### config.mk
export PLATFORM = sky130hd
export DESIGN_NAME = instruction_loader
export DESIGN_NICKNAME = d
export VERILOG_FILES = /design/src/rtl/instruction_loader_pkg.sv /design/src/rtl/instruction_loader_word_assembler.sv /design/src/rtl/instruction_loader.sv
export SDC_FILE = /design/constraint.sdc
export NUM_CORES = 1
export LEC_CHECK = 0
export ABC_AREA = 1
export CAP_MARGIN = 40
export CORE_MARGIN = 5
export CORE_UTILIZATION = 47
export CTS_CLUSTER_SIZE = 25
export DETAILED_ROUTE_END_ITERATION = 6
export PLACE_DENSITY = 0.72
export SYNTH_ARGS = -nofsm -noshare
export SYNTH_HDL_FRONTEND = slang
export SYNTH_SLANG_ARGS = --single-unit
### constraint.sdc
create_clock -name clock_i -period 2 [get_ports clock_i]
set_clock_uncertainty 0.1 [all_clocks]
set_input_delay 0.4 -clock clock_i [delete_from_list [all_inputs] [get_ports clock_i]]
set_output_delay 0.4 -clock clock_i [all_outputs]
set_load 0.02 [all_outputs]
### src/rtl/instruction_loader_pkg.sv
// Shared constants and FSM encoding for the instruction loader and the
// instruction memory it feeds.
package instruction_loader_pkg;

  localparam int IMEM_DEPTH_WORDS = 256;
  localparam int INSTR_WIDTH      = 32;
  localparam int ADDR_SHIFT       = 2;

  typedef enum logic [2:0] {
    S_IDLE   = 3'd0,
    S_LEN_HI = 3'd1,
    S_LEN_LO = 3'd2,
    S_BYTE   = 3'd3,
    S_WRITE  = 3'd4,
    S_DONE   = 3'd5,
    S_ERROR  = 3'd6
  } state_e;

  typedef struct packed {
    logic byte_ready;
    logic cpu_hold;
    logic done;
    logic error;
  } status_t;

  // Status flags are registered alongside the state they belong to.
  function automatic status_t status_for(state_e s);
    status_t st;
    st.byte_ready = (s == S_LEN_HI) || (s == S_LEN_LO) || (s == S_BYTE);
    st.cpu_hold   = st.byte_ready || (s == S_WRITE) || (s == S_ERROR);
    st.done       = (s == S_DONE);
    st.error      = (s == S_ERROR);
    return st;
  endfunction

endpackage

### src/rtl/instruction_loader_word_assembler.sv
// Big-endian word assembler: shifts in stream bytes and flags the 4th one.
// Only three bytes are stored; the fourth is presented live so the full word
// is available in the same cycle it arrives.
module instruction_loader_word_assembler
  import instruction_loader_pkg::*;
(
  input  logic                   clock_i,
  input  logic                   reset_i,
  input  logic                   clear_i,
  input  logic                   load_i,
  input  logic [7:0]             byte_i,
  output logic [INSTR_WIDTH-1:0] word_o,
  output logic                   last_o
);

  logic [INSTR_WIDTH-9:0] word_q;
  logic [1:0]             cnt_q;

  always_ff @(posedge clock_i) begin
    if (reset_i || clear_i) begin
      word_q <= '0;
      cnt_q  <= 2'd0;
    end else if (load_i) begin
      word_q <= {word_q[INSTR_WIDTH-17:0], byte_i};
      cnt_q  <= cnt_q + 2'd1;
    end
  end

  assign word_o = {word_q, byte_i};
  assign last_o = (cnt_q == 2'd3);

endmodule

### src/rtl/instruction_loader.sv
// Loads a length-prefixed byte stream into instruction memory as big-endian
// 32-bit words, holding the CPU while the program image is incomplete.
module instruction_loader
  import instruction_loader_pkg::*;
#(
  parameter int MAX_WORDS = IMEM_DEPTH_WORDS,
  parameter int BASE_WORD = 0,
  parameter int LEN_WIDTH = 16
) (
  input  logic                   clock_i,
  input  logic                   reset_i,
  input  logic                   start_i,
  input  logic [7:0]             byte_in_i,
  input  logic                   byte_valid_i,
  output logic                   byte_ready_o,
  output logic                   mem_we_o,
  output logic [31:0]            mem_addr_o,
  output logic [INSTR_WIDTH-1:0] mem_wdata_o,
  output logic                   cpu_hold_o,
  output logic                   done_o,
  output logic                   error_o,
  output logic [15:0]            words_loaded_o
);

  state_e                 state_q;
  status_t                status_q;
  logic                   mem_we_q;
  logic [31:0]            mem_addr_q;
  logic [INSTR_WIDTH-1:0] mem_wdata_q;
  logic [15:0]            words_loaded_q;
  logic [7:0]             len_hi_q;
  logic [LEN_WIDTH-1:0]   len_q;

  logic                   xfer;
  logic                   start_ok;
  logic [15:0]            hdr;
  logic [INSTR_WIDTH-1:0] asm_word;
  logic                   asm_last;

  assign xfer     = byte_valid_i && status_q.byte_ready;
  assign start_ok = start_i && ((state_q == S_IDLE) || (state_q == S_DONE) ||
                                (state_q == S_ERROR));
  assign hdr      = {len_hi_q, byte_in_i};

  instruction_loader_word_assembler u_asm (
    .clock_i (clock_i),
    .reset_i (reset_i),
    .clear_i (start_ok),
    .load_i  (xfer && (state_q == S_BYTE)),
    .byte_i  (byte_in_i),
    .word_o  (asm_word),
    .last_o  (asm_last)
  );

  always_ff @(posedge clock_i) begin
    if (reset_i) begin
      state_q        <= S_IDLE;
      status_q       <= '0;
      mem_we_q       <= 1'b0;
      mem_addr_q     <= '0;
      mem_wdata_q    <= '0;
      words_loaded_q <= '0;
      len_hi_q       <= '0;
      len_q          <= '0;
    end else begin
      mem_we_q <= 1'b0;
      case (state_q)
        S_IDLE: begin
          if (start_i) begin
            state_q  <= S_LEN_HI;
            status_q <= status_for(S_LEN_HI);
          end
        end
        S_LEN_HI: begin
          if (xfer) begin
            len_hi_q <= byte_in_i;
            state_q  <= S_LEN_LO;
            status_q <= status_for(S_LEN_LO);
          end
        end
        S_LEN_LO: begin
          if (xfer) begin
            len_q <= LEN_WIDTH'(hdr);
            if (hdr == '0) begin
              state_q  <= S_DONE;
              status_q <= status_for(S_DONE);
            end else if (int'(hdr) > (MAX_WORDS - BASE_WORD)) begin
              state_q  <= S_ERROR;
              status_q <= status_for(S_ERROR);
            end else begin
              state_q  <= S_BYTE;
              status_q <= status_for(S_BYTE);
            end
          end
        end
        S_BYTE: begin
          // The write strobe and its address/data are set up on the 4th byte
          // so they are all valid for the whole WRITE cycle.
          if (xfer && asm_last) begin
            mem_we_q    <= 1'b1;
            mem_addr_q  <= (32'(BASE_WORD) + 32'(words_loaded_q)) << ADDR_SHIFT;
            mem_wdata_q <= asm_word;
            state_q     <= S_WRITE;
            status_q    <= status_for(S_WRITE);
          end
        end
        S_WRITE: begin
          words_loaded_q <= words_loaded_q + 16'd1;
          if ((words_loaded_q + 16'd1) == 16'(len_q)) begin
            state_q  <= S_DONE;
            status_q <= status_for(S_DONE);
          end else begin
            state_q  <= S_BYTE;
            status_q <= status_for(S_BYTE);
          end
        end
        S_DONE, S_ERROR: begin
          if (start_i) begin
            words_loaded_q <= '0;
            state_q        <= S_LEN_HI;
            status_q       <= status_for(S_LEN_HI);
          end
        end
        default: begin
          state_q  <= S_IDLE;
          status_q <= status_for(S_IDLE);
        end
      endcase
    end
  end

  assign byte_ready_o   = status_q.byte_ready;
  assign cpu_hold_o     = status_q.cpu_hold;
  assign done_o         = status_q.done;
  assign error_o        = status_q.error;
  assign mem_we_o       = mem_we_q;
  assign mem_addr_o     = mem_addr_q;
  assign mem_wdata_o    = mem_wdata_q;
  assign words_loaded_o = words_loaded_q;

endmodule

==> results of run 1 <==
-- final cells by class --
type	instances	area [um^2]	area share
clock buffers	17	414.1	0.05557
clock inverters	14	171.4	0.02300
inverters	57	216.5	0.02905
multi-input cells	520	2560	0.3435
flip-flops and latches	122	2460	0.3301
well taps	140	175.2	0.02351
repair buffers	152	1455	0.1953
-- Yosys cell counts --
master	count	share of area
o21a_1	1	0.0014
a21o_1	2	0.0029
buf_2	8	0.0076
nand4_1	12	0.014
nand3b_1	3	0.0043
inv_1	55	0.039
a21oi_1	85	0.081
o21ai_1	3	0.0029
nor4_1	1	0.0012
buf_4	18	0.026
a21oi_2	1	0.0017
clkbuf_1	18	0.013
nor2_2	4	0.0048
a31oi_1	2	0.0024
xor2_1	3	0.0050
inv_2	2	0.0014
nor2_4	5	0.011
a211oi_1	1	0.0014
o21bai_1	1	0.0014
conb_1	1	0.00071
xnor2_1	1	0.0017
dfxtp_1	122	0.46
nand3_2	1	0.0019
nand3_1	70	0.067
nand2_2	5	0.0060
nor2_1	48	0.034
nor3_1	1	0.00095
buf_1	3	0.0021
o21ai_2	1	0.0017
o21ai_0	57	0.054
nand2_1	193	0.14
ha_1	2	0.0048
-- repair_timing --
action	4_1_cts	5_1_grt
setup endpoints to repair	37	33
resized for setup	51	61
cloned	1	0
buffers inserted	7	5
pin swaps	10	23
-- registers in the layout (all words and copies together) (netlist names) --
signal / count
mem_wdata_o: 32
u_asm.word_q: 24
len_q: 16
mem_addr_o: 16
words_loaded_o: 16
len_hi_q: 8
state_q: 3
u_asm.cnt_q: 2
byte_ready_o: 1
cpu_hold_o: 1
done_o: 1
error_o: 1
mem_we_o: 1
-- cells in the final DEF, fill, tap and decap left out, drive strengths merged, types with 16 or more instances in the layout --
cell,count
nand2,198
dlymetal6s2s,27
buf,72
clkdlybuf4s50,21
dfxtp,122
o21ai,61
nand3,71
clkbuf,17
a21oi,86
dlygate4sd2,32
conb,16
nor2,58
inv,60
-- cells by family (layout without fill, tap and decap cells) --
group	after synthesis	after routing	synth area share
AOI/OAI and AO/OA	154	154	0.1510
xor gates and xnor gates	4	4	0.006669
adders and majority gates	2	2	0.004762
buffers and inverters	104	240	0.08907
DFF	122	122	0.4649
other	1	16	0.0007138
and+or+nand+nor	343	344	0.2829
-- where the power goes --
| part | switching, W | total, W | internal, W |
|---|---|---|---|
| clock network | 0.00113 | 0.00303 | 0.00190 |
| logic | 0.000527 | 0.000849 | 0.000322 |
| registers | 0.0000580 | 0.00256 | 0.00250 |
-- routing by layer --
layer / share of wire / track usage
met1: 0.42 / 0.2941
met3: 0.072 / 0.06057
met2: 0.47 / 0.3873
met5: 0 / 0
met4: 0.033 / 0.09745
-- critical path, stage by stage (launching register included) --
cell	delay, ps
dfxtp_2	360
ha_4	160
nand2_2	100
nor2_4	160
nand2_1	90
nand3_1	80
nand2_1	80
nor2_2	140
nand3_1	120
nor2_2	140
nand3_2	140
nand2_2	120
nand3_2	70
nand2_2	60
a21oi_1	50
-- stage by stage --
stage	total power, W	hold WS, ps	setup slack [ps]
finish	0.006432	365.4	-80.67
global route	0.006709	366.6	-200.7
CTS	0.006442	364.2	-15.57
detailed placement	0.003427	353.4	-76.83
global placement	0.003402	348.2	-18.65
floorplan	0.003142	337.8	45.73
-- worst paths after layout --
path,endpoint,slack (ps)
setup / recovery,state_q[1],-80
hold / removal,done_o,370
setup reg to reg,state_q[1],-80
hold reg to reg,done_o,370
==> impl_metrics.toml, run 1 <==
[outcome]
outcome = "finished with violations"
violations = "negative setup slack"

[logic_synthesis]
syn_area_per_cell_um2 = 7.197
ys_seq_area_frac = 0.4649
syn-cell-area_mm2 = 0.005254
synth_seq_cells = 122
netlist-cell-type-count = 32
synth_cells = 730
yosysWarnings = 0

[detailed_routing]
finalWirelength_um = 15670
dr.pass1.iters = 6
drc = 0
drt_iter0_markers = 456
wl_per_cell_um = 15.33
via_per_inst = 5.308
postRouteAntennaNets = 0
vias = 5425

[cells_and_area]
fin_nets = 884
area_delta_synth_final_pct = 41.84
design_area_mm2 = 0.007452
final_cells = 1022
layout-drive-gt1-share = 0.1814
fillCellCount = 893
diodes = 0
final_core_util = 0.6844

[place]
place_area_mm2 = 0.006535
dp.cells = 978
dp_hpwl_um = 11090
place.gp.congestion = 0.9552
port_buffers = 80

[global_routing]
grt_pass1_vias = 5118
antenna_found_initial = 0
grt.total_usage = 0.2352
grt_max_degree = 54
grt_pass1_wl_um = 24950
grt-ovfl-total = 0

[job]
drv_cap = 0

[worst_hold_path]
min_path_type = "flop to flop"
hold_depth = 2
hold_start = "done_o"

[die]
die_area_mm2 = 0.01339
core_mm2 = 0.01089
ios = 97
rows = 38
die_h_um = 115.7
start_util = 0.4825
die_w_um = 115.7

[setup_path]
crit_start = "words_loaded_o[0]"
worstPathRequired_ps = 2300
reg2reg_depth = 14
cp_max_fo = 5
worstSetupEndpointType = "flop"
arrival_ps = 2380
start_kind = "flop"
r2r_start = "words_loaded_o[0]"
worstSetupPathType = "flop to flop"

[timing]
finalHoldViolations = 0
period_minus_slack_ps = 2081
finalCritPeriodShare = 1.040
rsz0062_at_grt = "yes"
setup_tns_ps = -324.1
fmax_mhz = 480.6
finalSetupViolations = 5
worst_slack_ps = -80.67
slew_violations = 0

[clock_network]
cts.clk_slew.worst_paths_ps = 60
cts_buffer_depth = 2
cts_sinks = 122
clkLatencyLatePin_ps = 510
cts_tree = "yes"
h-tree-depth = 4
cts_hold_buf = 0
tritoncts.num_buffers = 17
root_buffer = "clkbuf_8"

[pwr]
ir_worst_vdd_mv = 0.4992
cellPowerDensity_mw_per_mm2 = 863.2
cellLeakagePower_nw = 3.655
Power figures use the tool's default switching activity.
==> inputs of run 2 (changes only) <==
--- a/config.mk
+++ b/config.mk
@@ -5,13 +5,12 @@
 export SDC_FILE = /design/constraint.sdc
 export NUM_CORES = 1
 export LEC_CHECK = 0
-export ABC_AREA = 1
 export CAP_MARGIN = 40
-export CORE_MARGIN = 5
+export CORE_MARGIN = 1
 export CORE_UTILIZATION = 47
 export CTS_CLUSTER_SIZE = 25
 export DETAILED_ROUTE_END_ITERATION = 6
-export PLACE_DENSITY = 0.72
+export PLACE_DENSITY = 0.71
 export SYNTH_ARGS = -nofsm -noshare
 export SYNTH_HDL_FRONTEND = slang
 export SYNTH_SLANG_ARGS = --single-unit
==> impl_metrics.toml, run 2 <==
[global_routing]
grt_pass1_wl_um = 23410
grt_max_degree = 61
grt.total_usage = 0.2539
grt-ovfl-total = 0
grt_pass1_vias = 4946
antenna_found_initial = 0

[logic_synthesis]
async_flop_share = 0
yosys-top-cells-count = "163 x nand2_1, 122 x dfxtp_1, 95 x a21oi_1"
synth.most_common_cell = "nand2_1"
syn_area_per_cell_um2 = 8.054
yosys.area.top_type = "dfxtp_1"
ys_seq_area_frac = 0.4520
synth_cells = 671
synth.area.top_cells = "dfxtp_1 45%, nand2_1 11%, a21oi_1 8.8%"
syn-cell-area_mm2 = 0.005404
netlist.area_leader.share = 0.4520
synthFlopType = "dfxtp_1"
yosysWarnings = 0
synth_edf_count = 0
synth_seq_cells = 122
netlist-cell-type-count = 57

[die]
start_util = 0.4899
rows = 38
die_w_um = 109.2
ios = 97
die_area_mm2 = 0.01193
die_h_um = 109.2
core_mm2 = 0.01103

[detailed_routing]
top_layer_used = "met4"
wl_met2_um = 7124
drc = 0
postRouteAntennaNets = 0
vias = 5111
dr.pass1.iters = 5
finalWirelength_um = 14620
wl_per_cell_um = 15.28
dr_wl_met3_um = 692
drt_iter0_markers = 331
wl_met1_um = 6487
via_per_inst = 5.341

[cells_and_area]
largest_register_ffs = 32
area_delta_synth_final_pct = 40.68
diodes = 0
layout_commonest_cell = "nand2_1"
layout-drive-gt1-share = 0.1995
final_cell_mix = "162 x nand2_1, 107 x dfxtp_1, 95 x a21oi_1"
fin_nets = 818
design_area_mm2 = 0.007602

[clock_network]
tritoncts.num_buffers = 17
cts.clk_slew.worst_paths_ps = 60
cts_buffer_depth = 2
cts_tree = "yes"
h-tree-depth = 4
cts_sinks = 122
clkLatencyLatePin_ps = 420
root_buffer = "clkbuf_16"

[setup_path]
worstSetupPathType = "flop to flop"
cp_max_fo = 5
start_kind = "flop"
arrival_ps = 2450
worstSetupEndpointType = "flop"
worstPathRequired_ps = 2240

[timing]
rsz0062_at_grt = "yes"
finalCritPeriodShare = 1.107
worst_slack_ps = -213.8
finalHoldViolations = 0
slew_headroom = 0.6517
fmax_mhz = 451.7
period_minus_slack_ps = 2214
slew_violations = 0
setup_tns_ps = -766.9
tightest_slew_ps = 519.4
finalSetupViolations = 5

[place]
place_area_mm2 = 0.006805
dp_hpwl_um = 9924
port_buffers = 80
place.gp.congestion = 0.9272

[outcome]
violations = "negative setup slack"
outcome = "finished with violations"

[worst_hold_path]
min_path_type = "input pin to flop"

[job]
drv_cap = 0

[pwr]
ir_worst_vdd_mv = 0.6942
cellLeakagePower_nw = 2.997
cellPowerDensity_mw_per_mm2 = 982.5
run 2: path summary, 6_finish.rpt:
kind,from,endpoint,slack (ps),cells after the start
max,words_loaded_o[1],done_o,-210,8
max reg2reg,words_loaded_o[1],done_o,-210,8
min,reset_i,error_o,240,2
min reg2reg,u_asm.word_q[16],mem_wdata_o[24],350,2
run 2: area by class of cell:
| cell class | instances | area, um^2 |
|---|---|---|
| multi-input combinational | 493 | 2771 |
| inverter | 4 | 15.01 |
| tap | 140 | 175.2 |
| fill | 874 | 3428 |
| clock inverter | 13 | 177.7 |
| timing repair buffer | 166 | 1523 |
| sequential | 122 | 2476 |
| clock buffer | 19 | 464.2 |
run 2: kinds of logic (layout without fill, tap and decap cells):
family | count (synthesis) | count (layout) | share of synthesized area
AOI/OAI and AO/OA | 143 | 143 | 0.1530
buffers and inverters | 71 | 202 | 0.06807
xor gates and xnor gates | 24 | 24 | 0.04029
adders and majority gates | 2 | 2 | 0.004630
muxes | 26 | 26 | 0.04816
DFF | 122 | 122 | 0.4520
other | 1 | 16 | 0.0006939
and+or+nand+nor | 282 | 282 | 0.2332
run 2: per-layer routing:
metal | up-vias | GRT usage
li1 | 2504 | -
met1 | 2422 | 0.3169
met2 | 161 | 0.4227
met3 | 24 | 0.05499
met4 | 0 | 0.1057
met5 | - | 0
run 2: where the power goes:
group,internal (W),switching [W],leakage [nW]
Combinational,0.000679,0.000856,1.69
Sequential,0.00252,0.000110,0.993
Clock,0.00210,0.00121,0.309
run 2: critical path, stage by stage (launching register included):
cell and delay (ps):
dfxtp_4 370, ha_4 190, buf_6 120, xnor2_1 110
o2bb2ai_1 120, o21ai_1 170, o2111ai_2 170, or4_4 590
a211oi_2 190
run 2: stage by stage:
stage	std cells	hold WS [ps]	utilization	setup WS (ps)	total power (W)
after floorplan	686	332.1	-	-128.6	0.003565
after global placement	915	340.3	0.6169	-241.1	0.004071
after detailed placement	915	343.1	0.6169	-458.3	0.004124
after CTS	949	233.4	0.6788	-258.3	0.007429
after global routing	957	261.3	0.6892	-291.6	0.007748
final	957	243.9	0.6892	-213.8	0.007469
run 2: repair_timing:
action	in CTS	in global routing
setup endpoints to repair	17	13
resized for setup	22	16
pin swaps	5	9
buffers inserted	2	8
hold buffers	0	0
